==> src/rtl/regfile_wr_ctrl.sv <==
// Register-file write-port controller: zero-fills the file after reset, arbitrates
// write-back (req 0) against a multi-cycle unit (req 1), and scoreboards pending writes.
module regfile_wr_ctrl #(
    parameter int DATA_W   = 32,
    parameter int ADDR_W   = 5,
    parameter int MAX_WAIT = 4,
    parameter int CLEAR_EN = 1
) (
    input  logic              clk,
    input  logic              rst,
    input  logic              wb0_valid,
    output logic              wb0_ready,
    input  logic [ADDR_W-1:0] wb0_addr,
    input  logic [DATA_W-1:0] wb0_data,
    input  logic              wb1_valid,
    output logic              wb1_ready,
    input  logic [ADDR_W-1:0] wb1_addr,
    input  logic [DATA_W-1:0] wb1_data,
    input  logic              alloc_valid,
    input  logic [ADDR_W-1:0] alloc_addr,
    input  logic [ADDR_W-1:0] raddr1,
    input  logic [ADDR_W-1:0] raddr2,
    input  logic [ADDR_W-1:0] hz_addr,
    output logic              stall,
    output logic [ADDR_W-1:0] waddr,
    output logic [DATA_W-1:0] wdata,
    output logic              reg_wr,
    output logic              init_done,
    output logic              state_dbg
);

    // Handshake: a transfer happens in any cycle where valid && ready. Readies are
    // combinational; a requester holds addr/data stable while valid && !ready.

    localparam int NREG = 2**ADDR_W;
    localparam logic [3:0]        MAX_WAIT_C = 4'(MAX_WAIT);
    localparam logic [ADDR_W-1:0] LAST_ADDR  = {ADDR_W{1'b1}};

    typedef enum logic {
        ST_CLEAR = 1'b0,
        ST_RUN   = 1'b1
    } state_t;

    state_t            state, state_nxt;
    logic [ADDR_W-1:0] clr_cnt, clr_cnt_nxt;
    logic [3:0]        age, age_nxt;
    logic [NREG-1:0]   busy, busy_nxt;
    logic              force1, xfer0, xfer1;
    logic              wr_nxt;
    logic [ADDR_W-1:0] waddr_nxt;
    logic [DATA_W-1:0] wdata_nxt;

    always_comb begin
        force1    = wb1_valid && (age >= MAX_WAIT_C);
        wb0_ready = (state == ST_RUN) && !force1;
        wb1_ready = (state == ST_RUN) && (!wb0_valid || force1);
        xfer0     = wb0_valid && wb0_ready;
        xfer1     = wb1_valid && wb1_ready;

        state_nxt   = state;
        clr_cnt_nxt = clr_cnt;
        wr_nxt      = 1'b0;
        waddr_nxt   = waddr;
        wdata_nxt   = wdata;
        busy_nxt    = busy;

        case (state)
            ST_CLEAR: begin
                wr_nxt      = 1'b1;
                waddr_nxt   = clr_cnt;
                wdata_nxt   = '0;
                clr_cnt_nxt = clr_cnt + ADDR_W'(1);
                if (clr_cnt == LAST_ADDR) state_nxt = ST_RUN;
            end
            default: begin
                if (xfer0) begin
                    wr_nxt    = (wb0_addr != '0);
                    waddr_nxt = wb0_addr;
                    wdata_nxt = wb0_data;
                end else if (xfer1) begin
                    wr_nxt    = (wb1_addr != '0);
                    waddr_nxt = wb1_addr;
                    wdata_nxt = wb1_data;
                end
                // Clear before set so an allocation in the same cycle wins.
                if (xfer1) busy_nxt[wb1_addr] = 1'b0;
                if (alloc_valid) busy_nxt[alloc_addr] = 1'b1;
            end
        endcase
        busy_nxt[0] = 1'b0;

        if (wb1_valid && !wb1_ready)
            age_nxt = (age >= MAX_WAIT_C) ? MAX_WAIT_C : age + 4'd1;
        else
            age_nxt = 4'd0;
    end

    always_ff @(posedge clk) begin
        if (rst) begin
            state   <= (CLEAR_EN != 0) ? ST_CLEAR : ST_RUN;
            clr_cnt <= ADDR_W'(1);
            age     <= 4'd0;
            busy    <= '0;
            reg_wr  <= 1'b0;
            waddr   <= '0;
            wdata   <= '0;
        end else begin
            state   <= state_nxt;
            clr_cnt <= clr_cnt_nxt;
            age     <= age_nxt;
            busy    <= busy_nxt;
            reg_wr  <= wr_nxt;
            waddr   <= waddr_nxt;
            wdata   <= wdata_nxt;
        end
    end

    always_comb begin
        stall = ((raddr1  != '0) && busy[raddr1])
             || ((raddr2  != '0) && busy[raddr2])
             || ((hz_addr != '0) && busy[hz_addr]);
    end

    assign init_done = (state == ST_RUN);
    assign state_dbg = state;

endmodule

==> config.mk <==
export PLATFORM = sky130hd
export DESIGN_NAME = regfile_wr_ctrl
export DESIGN_NICKNAME = d
export VERILOG_FILES = /design/src/rtl/regfile_wr_ctrl.sv
export SDC_FILE = /design/constraint.sdc
export NUM_CORES = 1
export LEC_CHECK = 0
export ABC_AREA = 1
export BUFFER_PORTS_ARGS = -buffer_cell sky130_fd_sc_hd__buf_4
export CAP_MARGIN = 5
export CELL_PAD_IN_SITES_DETAIL_PLACEMENT = 1
export CELL_PAD_IN_SITES_GLOBAL_PLACEMENT = 2
export CORE_MARGIN = 3
export CORE_UTILIZATION = 28
export DETAILED_ROUTE_END_ITERATION = 12
export PLACE_DENSITY_LB_ADDON = 0.1
export SLEW_MARGIN = 20
export SYNTH_ARGS = -nofsm -noshare
export SYNTH_HDL_FRONTEND = slang
export SYNTH_SLANG_ARGS = --single-unit
==> constraint.sdc <==
create_clock -name clk -period 1.6 [get_ports clk]
set_clock_uncertainty 0.05 [all_clocks]
set_input_delay 0.16 -clock clk [delete_from_list [all_inputs] [get_ports clk]]
set_output_delay 0.16 -clock clk [all_outputs]
set_load 0.05 [all_outputs]
==> results.tsv <==
stage	metric	value	unit
run_status	outcome	finished, violations left	
run_status	violations	negative setup slack	
yosys	synth_nets	870	
clock_network	clock_latency	0.34	ns
yosys	postSynthAreaPerCell	6.579	um^2
clock_network	h-tree-depth	3	
clock_network	cts.clk_slew.worst_paths	0.06	ns
yosys	ys_dominant_reg_cell	sky130_fd_sc_hd__dfxtp_1	
detailed_routing	drt_pre_antenna_iters	5	
sta	slew_headroom	60.92	%
yosys	synth-async-reset-ratio	0	%
yosys	yosys.cell_types.count	38	
finish	area_delta_synth_final	43.93	%
place	dp_hpwl	14860	um
floorplan	die_area	19690	um^2
sta	worst-slew-pin-transition	0.5817	ns
detailed_routing	drc_errors_left	0	
floorplan	chipHeight	140.3	um
global_routing	vias_in_the_first_global_route	6088	
job	cap_violations	0	
place	gp_congestion	0.8413	
setup_path	worst_path_most_repeated_cell	sky130_fd_sc_hd__nand2_1	
power_and_ir_drop	total_leakage_power	3.276	nW
sta	report.final.slew_viol_count	0	
floorplan	die_width	140.3	um
finish	drive_above_1_share	36.03	%
setup_path	crit_required	1.39	ns
worst_hold_path	holdCritPathClass	primary input to register	
setup_path	critPathArrivalTime	1.62	ns
setup_path	biggest_cell_delay_along_the_critical_path	0.33	ns
clock_network	maximum_buffer_depth_of_the_clock_tree	2	
floorplan	rows	48	
setup_path	critical_path_start_type	register	
power_and_ir_drop	power-per-cell-area	675.7	nW/um^2
power_and_ir_drop	vdd_drop_max	497.4	uV
yosys	synth-seq-area-share	31.30	%
yosys	syn_inst_count	768	
detailed_routing	total_number_of_vias	5707	
global_routing	grt_max_degree	36	
yosys	postSynthRegisterBits	79	
clock_network	clock_sinks	79	
floorplan	core_area	17480	um^2
finish	finalInstanceArea	7272	um^2
detailed_routing	route.antenna.remaining_nets	0	
yosys	post_syn_area	5052	um^2
sta	setup_repair_after_global_routing_missed_its_margin	true	
sta	final_hold_viol_count	0	
detailed_routing	post_drt_via_cell_ratio	4.895	
detailed_routing	totalWireLength	19240	um
sta	post-route-min-period	1.827	ns
setup_path	slowest_stage	sky130_fd_sc_hd__dfxtp_2	
sta	fmaxAchievable	547.5	MHz
place	placement.setup.worst_slack	-0.01426	ns
yosys	ys_warn_count	0	
global_routing	grt_use_total	19.34	%
sta	setup_ws	-0.2266	ns
clock_network	cts_buffers	9	
clock_network	postCtsHoldBufs	0	
detailed_routing	detail_route.iter0.violations	238	
setup_path	worst_setup_path_end_kind	output pin	
global_routing	grt_overflow_total	0	
sta	final_setup_fails	1	
finish	num_antenna_cells	0	
place	buffers_on_ports	141	
finish	nNetsFinal	1039	
detailed_routing	wl_per_cell	16.50	um
sta	final_min_period_over_clock_period	114.2	%
setup_path	timing.critical_path.fanout_max	3	
floorplan	effective_utilization_at_floorplan	28.91	%
floorplan	ioPinCount	142	
setup_path	critical_path_class	register to output pin	
global_routing	antenna_found_initial	0	
yosys	edff_count_synth	0	
global_routing	grt_first_pass_wirelength	31020	um
setup_path	timing.critical_path.cells	inv_2 -> nand2_1 -> nand3_1 -> nand2_1 -> nand2_1 -> nand2_1 -> inv_1 -> nand2_1 -> nand2_1 -> nand2_1 -> nor2_1 -> nand2_1 -> buf_6	
clock_network	clock_tree.root_cell	sky130_fd_sc_hd__clkbuf_16	
power_and_ir_drop	power.total	4.914	mW
clock_network	cts_tree	done	
place	dpl-instance-area	6564	um^2
through the flow:
stage	hold WS, ns	instances	setup TNS (ns)	utilization, %
final	0.07181	1166	-0.2266	41.61
after floorplan	0.2722	768	0	-
after global placement	0.3573	1138	0	37.56
after CTS	0.05727	1160	-0.3048	40.17
after detailed placement	0.3737	1138	-0.01426	37.56
after global routing	0.08942	1166	-0.7353	41.61
cell usage in the layout, fill, tap and decap left out, types with 3 or more instances in the layout:
cell type	n
sky130_fd_sc_hd__o211ai_1	10
sky130_fd_sc_hd__inv_1	56
sky130_fd_sc_hd__a21oi_2	6
sky130_fd_sc_hd__buf_4	175
sky130_fd_sc_hd__clkbuf_16	10
sky130_fd_sc_hd__a31oi_1	4
sky130_fd_sc_hd__nand2_4	3
sky130_fd_sc_hd__dfxtp_2	9
sky130_fd_sc_hd__o21ai_0	11
sky130_fd_sc_hd__buf_12	10
sky130_fd_sc_hd__nand2_2	7
sky130_fd_sc_hd__nor3_1	20
sky130_fd_sc_hd__ha_1	3
sky130_fd_sc_hd__inv_2	38
sky130_fd_sc_hd__nor2_1	39
sky130_fd_sc_hd__nand3_1	85
sky130_fd_sc_hd__a21oi_1	44
sky130_fd_sc_hd__nor3_2	5
sky130_fd_sc_hd__dfxtp_1	68
sky130_fd_sc_hd__nand2_1	251
sky130_fd_sc_hd__nand3_4	12
sky130_fd_sc_hd__nand3_2	17
sky130_fd_sc_hd__inv_6	3
sky130_fd_sc_hd__o211ai_2	22
power breakdown:
| part | total [mW] | switching (mW) | internal (mW) | leakage (nW) |
|---|---|---|---|---|
| combinational | 0.706 | 0.387 | 0.319 | 2.48 |
| sequential | 1.99 | 0.0108 | 1.98 | 0.644 |
| clock | 2.21 | 0.851 | 1.36 | 0.149 |
cells in the mapped netlist, types with 4 or more instances:
master / count / area, um^2
sky130_fd_sc_hd__nand2_1: 258 / 968.4
sky130_fd_sc_hd__nand3_1: 90 / 450.4
sky130_fd_sc_hd__dfxtp_1: 79 / 1582
sky130_fd_sc_hd__inv_1: 71 / 266.5
sky130_fd_sc_hd__a21oi_1: 45 / 225.2
sky130_fd_sc_hd__nor2_1: 39 / 146.4
sky130_fd_sc_hd__inv_2: 26 / 97.59
sky130_fd_sc_hd__nand3_2: 23 / 230.2
sky130_fd_sc_hd__o211ai_2: 23 / 287.8
sky130_fd_sc_hd__nor3_1: 21 / 105.1
sky130_fd_sc_hd__buf_2: 13 / 65.06
sky130_fd_sc_hd__o21ai_0: 11 / 55.05
sky130_fd_sc_hd__o211ai_1: 10 / 75.07
sky130_fd_sc_hd__clkbuf_1: 8 / 30.03
sky130_fd_sc_hd__a21oi_2: 5 / 43.79
sky130_fd_sc_hd__buf_4: 5 / 37.54
sky130_fd_sc_hd__a31oi_1: 4 / 25.02
sky130_fd_sc_hd__nor3_2: 4 / 40.04
worst paths after layout:
check	from	to	slack, ns	cells past startpoint
max	busy[17]$_SDFFE_PP0P_	stall	-0.23	13
min reg2reg	age[0]$_SDFF_PP0_	age[0]$_SDFF_PP0_	0.38	1
min	wb0_addr[0]	waddr[0]$_SDFFE_PP0P_	0.07	3
max reg2reg	age[3]$_SDFF_PP0_	wdata[14]$_SDFFE_PP0P_	0.04	13
flip-flops by register name (all words and copies together), names as in the netlist:
name	cells
reg_wr	1
waddr	5
age	4
init_done	1
wdata	32
clr_cnt	5
busy	31
repair_timing:
item | CTS | global route
gates resized for setup | 29 | 45
buffers inserted | 5 | 7
pin swaps | 8 | 15
setup endpoints to repair | 4 | 68
cloned | 2 | 1
critical path, delay by kind of cell, from the launching register on:
| family | cells | cell delay (ns) |
|---|---|---|
| DFF | 1 | 0.33 |
| buffers and inverters | 3 | 0.28 |
| and+or+nand+nor | 10 | 0.67 |
logic make-up after synthesis:
family / Yosys count / synth area share [%]
DFF: 79 / 31.30
adders and majority gates: 3 / 0.7430
xor gates and xnor gates: 1 / 0.1734
buffers and inverters: 133 / 11.89
AOI/OAI and AO/OA: 103 / 14.83
other: 1 / 0.07422
and+or+nand+nor: 448 / 40.99
final cells by class:
cell class                      count  area, um^2
Tap cell                          225       281.5
Sequential cell                    79        1600
Clock inverter                      5       81.33
Clock buffer                       10       229.0
Multi-Input combinational cell    556        3039
Timing Repair Buffer              192        1647
Inverter                           99       394.1
Fill cell                        2205       10200
routing by layer:
| metal | part of all wire [%] | GRT usage (%) | vias up |
|---|---|---|---|
| li1 | - | - | 2825 |
| met1 | 43 | 24.31 | 2717 |
| met2 | 50 | 33.47 | 144 |
| met3 | 5.4 | 4.302 | 21 |
| met4 | 1.3 | 4.997 | 0 |
| met5 | 0 | 0 | - |
No activity file was read; power rests on OpenSTA's default activity.
